<file path="src/rtl/calc_pkg.sv">
// Shared definitions for the calculator display stage.
//   - FSM state encoding for the serial binary-to-BCD converter
//   - Active-low 7-segment glyph constants, ordered {g,f,e,d,c,b,a}
//   - Result/BCD widths and one double-dabble iteration as a helper
package calc_pkg;

  localparam int RES_W = 14;            // calculator magnitude width
  localparam int BCD_W = 20;            // 5 BCD nibbles
  localparam int SH_W  = BCD_W + RES_W; // double-dabble shift register

  typedef enum logic [1:0] {
    ST_IDLE  = 2'd0,
    ST_SHIFT = 2'd1,
    ST_DONE  = 2'd2
  } state_t;

  localparam logic [6:0] SEG_0     = 7'b1000000;
  localparam logic [6:0] SEG_1     = 7'b1111001;
  localparam logic [6:0] SEG_2     = 7'b0100100;
  localparam logic [6:0] SEG_3     = 7'b0110000;
  localparam logic [6:0] SEG_4     = 7'b0011001;
  localparam logic [6:0] SEG_5     = 7'b0010010;
  localparam logic [6:0] SEG_6     = 7'b0000010;
  localparam logic [6:0] SEG_7     = 7'b1111000;
  localparam logic [6:0] SEG_8     = 7'b0000000;
  localparam logic [6:0] SEG_9     = 7'b0010000;
  localparam logic [6:0] SEG_BLANK = 7'b1111111;
  localparam logic [6:0] SEG_MINUS = 7'b0111111;

  // One double-dabble iteration: every BCD nibble >= 5 gets +3, then the
  // whole register shifts left by one. A nibble never exceeds 9 before the
  // correction, so the +3 always fits in 4 bits.
  function automatic logic [SH_W-1:0] dabble_step(input logic [SH_W-1:0] s);
    logic [SH_W-1:0] t;
    t = s;
    for (int k = 0; k < BCD_W / 4; k++) begin
      if (t[RES_W + 4*k +: 4] >= 4'd5)
        t[RES_W + 4*k +: 4] = t[RES_W + 4*k +: 4] + 4'd3;
    end
    return {t[SH_W-2:0], 1'b0};
  endfunction

endpackage

</file>
<file path="src/rtl/display_resultado_if.sv">
// Bus between the calculator and its display stage.
//   Y      14  unsigned magnitude from the calculator
//   sinal  1   1 = negative result
//   EN     1   calculator powered; 0 = display dark
//   seg    7   {g,f,e,d,c,b,a}, active-low
//   an     6   active-low one-hot digit enables, an[5] = sign digit
//   bcd    20  last completed conversion, bcd[3:0] = units
//   valid  1   bcd/display hold a completed conversion for this EN session
//   busy   1   conversion in progress
// master = calculator side, slave = display stage.
interface display_resultado_if;
  import calc_pkg::*;

  logic [RES_W-1:0] Y;
  logic             sinal;
  logic             EN;
  logic [6:0]       seg;
  logic [5:0]       an;
  logic [BCD_W-1:0] bcd;
  logic             valid;
  logic             busy;

  modport master (
    output Y, sinal, EN,
    input  seg, an, bcd, valid, busy
  );

  modport slave (
    input  Y, sinal, EN,
    output seg, an, bcd, valid, busy
  );
endinterface

</file>
<file path="src/rtl/seg7_decoder.sv">
// Combinational BCD nibble to active-low 7-segment glyph.
//   nibble  in  4  BCD digit; values above 9 render blank
//   blank   in  1  force the digit dark (leading-zero suppression)
//   glyph   out 7  {g,f,e,d,c,b,a}, active-low
module seg7_decoder
  import calc_pkg::*;
(
  input  logic [3:0] nibble,
  input  logic       blank,
  output logic [6:0] glyph
);

  // NOTE: glyph gets a default before the case so no path can leave it
  // unassigned, which would otherwise infer a latch.
  always_comb begin
    glyph = SEG_BLANK;
    if (!blank) begin
      unique case (nibble)
        4'd0:    glyph = SEG_0;
        4'd1:    glyph = SEG_1;
        4'd2:    glyph = SEG_2;
        4'd3:    glyph = SEG_3;
        4'd4:    glyph = SEG_4;
        4'd5:    glyph = SEG_5;
        4'd6:    glyph = SEG_6;
        4'd7:    glyph = SEG_7;
        4'd8:    glyph = SEG_8;
        4'd9:    glyph = SEG_9;
        default: glyph = SEG_BLANK;
      endcase
    end
  end

endmodule

</file>
<file path="src/rtl/display_resultado.sv">
// Display stage of the calculator.
// Converts the 14-bit result to 5 BCD digits with a serial double-dabble
// engine (one iteration per clock, 15 clocks from sampling to bcd/valid) and
// scans a 6-digit active-low 7-segment display: 5 magnitude digits with
// leading-zero blanking plus a sign digit.
//   clk  in  system clock, rising edge
//   rst  in  asynchronous reset, active-high
//   bus  slave side of display_resultado_if (Y, sinal, EN in;
//        seg, an, bcd, valid, busy out)
// SCAN_DIV: clocks each digit stays lit, must be >= 2.
module display_resultado
  import calc_pkg::*;
#(
  parameter int SCAN_DIV = 50000
) (
  input logic                clk,
  input logic                rst,
  display_resultado_if.slave bus
);

  localparam int PW = (SCAN_DIV > 2) ? $clog2(SCAN_DIV) : 1;

  state_t           state, state_nxt;
  logic             start;
  logic [SH_W-1:0]  shreg;
  logic [3:0]       cnt;
  logic [RES_W-1:0] y_last;
  logic             s_last;
  logic             stale;
  logic             sign_q;
  logic [BCD_W-1:0] bcd_q;
  logic             valid_q;
  logic [PW-1:0]    presc;
  logic [2:0]       idx;
  logic [5:0]       an_q;
  logic [6:0]       seg_q;

  logic [3:0]       nib;
  logic             nib_blank;
  logic [6:0]       glyph;
  logic [6:0]       seg_nxt;

  // ---------------------------------------------------------------- FSM
  // NOTE: state registers use non-blocking assignments so every flop
  // samples the pre-edge values, independent of process ordering.
  always_ff @(posedge clk or posedge rst) begin
    if (rst) state <= ST_IDLE;
    else     state <= state_nxt;
  end

  // A new conversion starts only while powered and when the input differs
  // from what was last converted, or when the previous result was dropped.
  always_comb begin
    state_nxt = state;
    start     = 1'b0;
    unique case (state)
      ST_IDLE: begin
        if (bus.EN && (stale || bus.Y != y_last || bus.sinal != s_last)) begin
          start     = 1'b1;
          state_nxt = ST_SHIFT;
        end
      end
      ST_SHIFT: if (cnt == 4'(RES_W - 1)) state_nxt = ST_DONE;
      ST_DONE:  state_nxt = ST_IDLE;
      default:  state_nxt = ST_IDLE;
    endcase
  end

  // ----------------------------------------------------------- datapath
  always_ff @(posedge clk or posedge rst) begin
    if (rst) begin
      shreg   <= '0;
      cnt     <= '0;
      y_last  <= '0;
      s_last  <= 1'b0;
      stale   <= 1'b1;
      sign_q  <= 1'b0;
      bcd_q   <= '0;
      valid_q <= 1'b0;
    end else begin
      if (start) begin
        shreg  <= {{BCD_W{1'b0}}, bus.Y};
        y_last <= bus.Y;
        s_last <= bus.sinal;
        cnt    <= '0;
        stale  <= 1'b0;
      end else if (state == ST_SHIFT) begin
        shreg <= dabble_step(shreg);
        cnt   <= cnt + 4'd1;
      end else if (state == ST_DONE) begin
        bcd_q  <= shreg[SH_W-1:RES_W];
        sign_q <= s_last;
        // A conversion that was in flight when EN dropped left stale set;
        // its result is never shown, IDLE reconverts instead.
        valid_q <= !stale;
      end
      // Powering down overrides anything above on the same edge.
      if (!bus.EN) begin
        valid_q <= 1'b0;
        stale   <= 1'b1;
      end
    end
  end

  // --------------------------------------------------------------- scan
  always_ff @(posedge clk or posedge rst) begin
    if (rst) begin
      presc <= '0;
      idx   <= '0;
    end else if (presc == PW'(SCAN_DIV - 1)) begin
      presc <= '0;
      idx   <= (idx == 3'd5) ? 3'd0 : idx + 3'd1;
    end else begin
      presc <= presc + PW'(1);
    end
  end

  // Digit k (1..4) is blanked when it and every higher digit are zero.
  always_comb begin
    nib       = 4'd0;
    nib_blank = 1'b1;
    unique case (idx)
      3'd0: begin nib = bcd_q[3:0];   nib_blank = 1'b0;                end
      3'd1: begin nib = bcd_q[7:4];   nib_blank = (bcd_q[19:4]  == '0); end
      3'd2: begin nib = bcd_q[11:8];  nib_blank = (bcd_q[19:8]  == '0); end
      3'd3: begin nib = bcd_q[15:12]; nib_blank = (bcd_q[19:12] == '0); end
      3'd4: begin nib = bcd_q[19:16]; nib_blank = (bcd_q[19:16] == '0); end
      default: begin nib = 4'd0;      nib_blank = 1'b1;                end
    endcase
  end

  seg7_decoder u_dec (
    .nibble (nib),
    .blank  (nib_blank),
    .glyph  (glyph)
  );

  // Sign digit shows '-' only for a nonzero negative result.
  always_comb begin
    seg_nxt = glyph;
    if (idx == 3'd5)
      seg_nxt = (sign_q && bcd_q != '0) ? SEG_MINUS : SEG_BLANK;
  end

  // Anode and segment drive are registered together so they switch on the
  // same edge and no digit ever shows its neighbour's glyph.
  always_ff @(posedge clk or posedge rst) begin
    if (rst) begin
      an_q  <= 6'b111111;
      seg_q <= SEG_BLANK;
    end else if (bus.EN && valid_q) begin
      an_q  <= ~(6'b000001 << idx);
      seg_q <= seg_nxt;
    end else begin
      an_q  <= 6'b111111;
      seg_q <= SEG_BLANK;
    end
  end

  assign bus.seg   = seg_q;
  assign bus.an    = an_q;
  assign bus.bcd   = bcd_q;
  assign bus.valid = valid_q;
  assign bus.busy  = (state != ST_IDLE);

endmodule

</file>
<file path="src/flat_wrapper.sv">
// flat-port wrapper written by rule: the top's interface ports become plain ports
module display_resultado_flat import calc_pkg::*;
#(
  parameter int SCAN_DIV = 50000
)
  (clk, rst, bus_Y, bus_sinal, bus_EN, bus_seg, bus_an, bus_bcd, bus_valid, bus_busy);
  display_resultado_if bus_i ();
  input logic clk;
  input logic rst;
  input wire logic [$bits(bus_i.Y)-1:0] bus_Y;
  input wire logic [$bits(bus_i.sinal)-1:0] bus_sinal;
  input wire logic [$bits(bus_i.EN)-1:0] bus_EN;
  output wire logic [$bits(bus_i.seg)-1:0] bus_seg;
  output wire logic [$bits(bus_i.an)-1:0] bus_an;
  output wire logic [$bits(bus_i.bcd)-1:0] bus_bcd;
  output wire logic [$bits(bus_i.valid)-1:0] bus_valid;
  output wire logic [$bits(bus_i.busy)-1:0] bus_busy;
  assign bus_i.Y = bus_Y;
  assign bus_i.sinal = bus_sinal;
  assign bus_i.EN = bus_EN;
  assign bus_seg = bus_i.seg;
  assign bus_an = bus_i.an;
  assign bus_bcd = bus_i.bcd;
  assign bus_valid = bus_i.valid;
  assign bus_busy = bus_i.busy;
  display_resultado #(.SCAN_DIV(SCAN_DIV)) u_core (.clk(clk), .rst(rst), .bus(bus_i));
endmodule
</file>
<file path="config.mk">
export PLATFORM = sky130hd
export DESIGN_NAME = display_resultado_flat
export DESIGN_NICKNAME = d
export VERILOG_FILES = /design/src/rtl/calc_pkg.sv /design/src/rtl/display_resultado_if.sv /design/src/rtl/seg7_decoder.sv /design/src/rtl/display_resultado.sv /design/src/flat_wrapper.sv
export SDC_FILE = /design/constraint.sdc
export NUM_CORES = 1
export LEC_CHECK = 0
export CAP_MARGIN = 40
export CORE_ASPECT_RATIO = 0.8
export CORE_MARGIN = 4
export CORE_UTILIZATION = 57
export DETAILED_ROUTE_END_ITERATION = 7
export PLACE_DENSITY = 0.77
export SLEW_MARGIN = 0
export SYNTH_ARGS = -nofsm -noshare
export SYNTH_HDL_FRONTEND = slang
export SYNTH_SLANG_ARGS = --single-unit
</file>
<file path="constraint.sdc">
create_clock -name clk -period 4.8 [get_ports clk]
set_input_delay 0.72 -clock clk [delete_from_list [all_inputs] [get_ports clk]]
set_output_delay 0.72 -clock clk [all_outputs]
set_load 0.01 [all_outputs]
</file>
Yosys cells after proc, flatten, opt, wreduce, memory -nomap -nowiden
Memory sizes are Yosys's and may differ from the RTL's.
Index checks and enable logic that the tools add are counted.
Storage, ports and cells
  logic and storage cells: 95
  output and inout bits: 35
  input port bits: 18
  memory bits (writable): 0
  memories: 1
  latch bits: 0
  bits in read-only memories: 112
  bits in registers: 110
Cells by class
  add/subtract/negate cells: 8
  bitwise gates (word level): 3
  magnitude comparators: 5
  multipliers: 0
  multiplexer cells: 29
  div/mod/pow operators: 0
  reduce and logical (&&, ||, !) cells: 18
  equality and inequality tests: 17
  shift-type cells: 1
Memory list
  (no name shown): depth 16, width 7, rd ports 1, clocked after Yosys merged registers in 0, wr ports 0, line seg7_decoder.sv:18  | unique case (nibble)
Operators by type and width (number)
  34-bit 2-to-1 mux: 2
  7-bit 2-to-1 mux: 4
  4-bit 2-to-1 mux: 6
  4-bit by 3-bit >= comparator with 1-bit output, second input constant: 5
  4-bit one-hot mux with 5 select lines: 1
  20-bit nonzero test: 1
  16-bit by 1-bit adder with 16-bit output, second input constant: 1
  4-bit by 2-bit adder with 4-bit output, second input constant: 4
  16-bit == test, second input constant: 1
  16-bit logical NOT: 1
  16-bit 2-to-1 mux: 1
  14-bit != test: 1
  12-bit logical NOT: 1
  8-bit logical NOT: 1
  1-bit 2-to-1 mux: 8
  2-bit by 1-bit != test with 1-bit output, second input constant: 4
  3-bit by 2-bit == test with 1-bit output, second input constant: 2
  3-bit == test, second input constant: 2
  3-bit 2-to-1 mux: 2
  6-bit 2-to-1 mux: 1
  6-bit NOT: 1
  3-bit AND reduction: 2
  1-bit by 3-bit left shift with 6-bit output, first input constant: 1
  1-bit one-hot mux with 5 select lines: 1
  other kinds (20): 27

Longest topological paths before layout
  word-level depth: 8
  depth in mapped cells: 10
  mapped depth without buffers: 8

Hierarchy
From an unflattened synthesis, not the netlist that was laid out.
Second synthesis, totals
  cell total of the unflattened synthesis: 513
  area, all modules: 5397.7 um^2
By module, submodules not included
  display_resultado: area each 5161.2 um^2, sequential area each 2770.2 um^2, cells each 480, instances 1
  seg7_decoder: area each 236.5 um^2, sequential area each 0.0 um^2, cells each 33, instances 1

Worst setup path before layout
No wires, ideal clock.
  path kind: register to register
  start point: reg u_core.idx[1]
  end point: reg u_core.seg_q[0] (netlist: u_core.bus.seg[0])
  clock period less this slack: 2.577 ns
  stages on the path, launching flop included: 11
  path buffers: 2
  library setup time: 0.094 ns
  required time: 4.706 ns
  path slack: 2.223 ns
  arrival: 2.483 ns
  cell sequence: dfrtp_1 -> buf_2 -> and2_1 -> ha_1 -> clkbuf_1 -> a222oi_1 -> inv_1 -> ha_1 -> or3_1 -> a21oi_1 -> o21ai_0
On the way
  longest elaborated chain between the ends: 6
  elaborated cells on any way between the ends: 12
  classes of those cells: eq/ne (5); mux (5); reduce/logical (1); memory (1)
RTL lines
  from (decl): line display_resultado.sv:34  | logic [2:0] idx;
  from (signal assigned): line display_resultado.sv:112  | idx <= (idx == 3'd5) ? 3'd0 : idx + 3'd1;
  3-bit == test (tied with other cells): line display_resultado.sv:122  | unique case (idx)
  4-bit one-hot mux with 5 select lines: line display_resultado.sv:122
  memory 16 x 7 bit
  7-bit 2-to-1 mux: line seg7_decoder.sv:17  | if (!blank) begin
  7-bit 2-to-1 mux *: line display_resultado.sv:141  | if (idx == 3'd5)
  7-bit 2-to-1 mux *: line display_resultado.sv:151  | end else if (bus.EN && valid_q) begin
  to (signal assigned): line display_resultado.sv:153  | seg_q <= seg_nxt;
  to (decl): line display_resultado.sv:36  | logic [6:0] seg_q;
Mark *: on every way between the ends. The rest lies on a longest branch, timed or not.
A chain may end at the register's enable or synchronous reset.

Worst setup path in the final report
  start point: reg u_core.idx[0]
  end point: reg u_core.seg_q[0] (netlist: u_core.bus.seg[0])
Same word-level chain as after synthesis.

==> impl_metrics.yaml <==
outcome:
  status: "finished clean"
worst_setup_path:
  required_ns: 5.06
  slowest_stage: "a222oi_1"
  path_class: "flip-flop to flip-flop"
  cp.depth: 8
  crit_fanout: 12
  worstPathCellList: "and2_1, ha_1, a222oi_1, inv_1, ha_1, or3_1, a21oi_1, o21ai_0"
  cp_common_cell: "ha_1"
  max_stage_delay_ns: 0.71
  cp_num_buf_inv: 1
  reg2reg_from: "u_core.idx[0]"
  cp-startpoint: "u_core.idx[0]"
  arrival_ns: 3.11
  critPathLaunchType: "flip-flop"
  critPathCaptureType: "flip-flop"
  reg2regPathDepth: 8
  cpLargestDelayFamily: "compound AO/OA/AOI/OAI gates"
synthesis:
  synthXorXnorAreaFrac_pct: 6.01
  synth_cell_types: 52
  synth.avg_cell_area_sq_um: 11.0
  post-synth-top-count-cell: "dfrtp_1"
  synth_compound_area_share_pct: 12.1
  synth_mux_area_share_pct: 9.15
  synthSimpleGateAreaFrac_pct: 13.4
  synth_edf_count: 0
  syn_nets: 525
  yosysTopAreaCellShare_pct: 44.6
  yosysWarnings: 0
  synth_fa_ha_area_share_pct: 4.41
  postSynthCellCount: 488
  synth_top_family_by_area: "simple AND/OR/NAND/NOR gates"
  synthTopCellsByArea: "dfrtp_1, mux2_2, dfstp_2"
  ys_async_sr_fraction_pct: 100
  seq_area_frac_synth_pct: 51.4
  synth_flop_cell: "dfrtp_1"
  ys_top_cells_by_count: "dfrtp_1, mux2_2, nand2_1, nor2_1, a21oi_1"
  synth_area_sq_mm: 0.00539
  synth_top_area_cell: "dfrtp_1"
  yosys_register_bits: 110
floorplan:
  num_io_pins: 53
  start_util_pct: 59.1
  rows: 31
  die_area_sq_mm: 0.0111
  die_w_um: 117
  die_h_um: 95.0
  core_sq_mm: 0.00911
clock_tree:
  clock_latency_ns: 0.35
  post_cts_buffers: 0
  h-tree-depth: 3
  max-clock-path-buffers: 2
  path_clk_slew_ns: 0.07
  cts_buffers: 9
  cts-resized-gates: 0
  tritoncts: "done"
  root_buffer: "clkbuf_16"
  cts_sinks: 110
  cts_hold_buf: 0
place:
  dp.cells: 641
  placed_area_sq_mm: 0.00603
  post-place-ws_ns: 1.71
  portBuffers: 52
  dp_hpwl_um: 7990
  gp_congestion: 0.891
power_and_ir_drop:
  p_comb_share_pct: 36.6
  vdd_drop_max_uv: 293
  p_leak_nw: 2.76
  switchingPower_mw: 1.23
  p_sw_share_pct: 36.2
  power_density_mw_per_mm2: 541
  seqPwrFrac_pct: 43.0
  p_clk_share_pct: 20.4
  power.total_mw: 3.41
  p_int_mw: 2.18
sta:
  setup-tns-final_ns: 0
  tightest_slew_ns: 0.939
  hold_viol: 0
  finalCriticalPeriod_ns: 2.86
  slew_violations: 0
  finalCritPeriodShare_pct: 59.5
  grt_setup_unrepaired: "false"
  slew_headroom_pct: 37.2
  setup_viol: 0
  fmax_ghz: 0.350
  setup_slack_ns: 1.94
  hold_slack_ns: 0.504
  skew_ns: 0.0100
routing:
  drt_wl_total_um: 11400
  avgViaCountPerCell: 5.91
  vias: 3881
  drc: 0
  route.antenna.remaining_nets: 0
  routedWlPerCell_um: 17.4
  drtPass1Iterations: 4
  drt_iter0_markers: 228
hold_path:
  hold_depth: 1
  hp-start: "u_core.presc[13]"
  hp-class: "flip-flop to flip-flop"
cells_and_area:
  nets: 574
  layout-drive-gt1-share_pct: 15.5
  fillers: 657
  area_delta_synth_final_pct: 17.1
  design_area_sq_mm: 0.00631
  fin_cells: 657
  utilization_pct: 69.2
  seqCellArea_sq_mm: 0.00277
  multiInputGateArea_sq_mm: 0.00243
  diodes: 0
run:
  maxCapViolCount: 0
global_routing:
  grt-ovfl-total: 0
  grt_pass1_vias: 3775
  grt_util_all_layers_pct: 22.3
  antenna_found_initial: 0
  grt_pass1_wl_um: 19300
  grt_max_degree: 69
## final timing paths
path,slack (ns),end
max,1.94,u_core.bus.seg[0]
min,0.50,u_core.presc[13]
max reg2reg,1.94,u_core.bus.seg[0]
min reg2reg,0.50,u_core.presc[13]
max in group asynchronous,3.49,u_core.stale
min in group asynchronous,0.64,u_core.shreg[10]
## area by class of cell
class	instances	share of cell area, %
flip-flops and latches	110	43.9
clock inverters	6	0.754
clock buffers	10	3.63
inverters	22	1.35
multi-input cells	336	38.5
repair buffers	58	9.60
well taps	115	2.28
## sequential cells by signal, summed over array words and instances (netlist names)
register          count
u_core.idx            3
u_core.cnt            4
u_core.state          2
u_core.shreg         34
u_core.bus.bcd       20
u_core.s_last         1
u_core.presc         16
u_core.y_last        14
u_core.bus.an         6
u_core.stale          1
u_core.bus.valid      1
u_core.sign_q         1
u_core.bus.seg        7
## metal layers
| layer | track usage (%) | vias up | routed length, um |
|---|---|---|---|
| li1 | - | 1837 | - |
| met1 | 33.1 | 1933 | 5540 |
| met2 | 33.1 | 100 | 5080 |
| met3 | 5.96 | 11 | 699 |
| met4 | 4.68 | 0 | 124 |
| met5 | 0 | - | 0 |
## cell families (layout without fill, tap and decap cells)
logic type / count (synthesis) / in the layout
buf+inv: 42 / 96
fa+ha+maj: 19 / 19
xor+xnor: 37 / 37
mux: 44 / 44
flops: 110 / 110
simple gates: 141 / 141
compound gates: 95 / 95
## cells in the final DEF, fill, tap and decap left out, drive strengths merged, types with 14 or more instances in the layout
cell / netlist / layout
dfrtp: 96 / 96
mux2: 42 / 42
xor2: 27 / 27
nor2: 30 / 30
dfstp: 14 / 14
clkdlybuf4s50: 0 / 52
ha: 19 / 19
inv: 22 / 23
o21ai: 15 / 15
nand3: 15 / 15
nand2: 31 / 31
o22ai: 14 / 14
and2: 15 / 15
a21oi: 28 / 28
## power groups by stage
stage / Clock [mW] / Combinational (mW) / Sequential (mW)
after detailed placement: 0 / 1.24 / 1.48
after global routing: 0.750 / 1.39 / 1.50
final: 0.697 / 1.25 / 1.47
after floorplan: 0 / 0.902 / 1.41
after CTS: 0.709 / 1.25 / 1.46
after global placement: 0 / 1.18 / 1.46
Note: power is estimated with default switching activity, not from simulation.
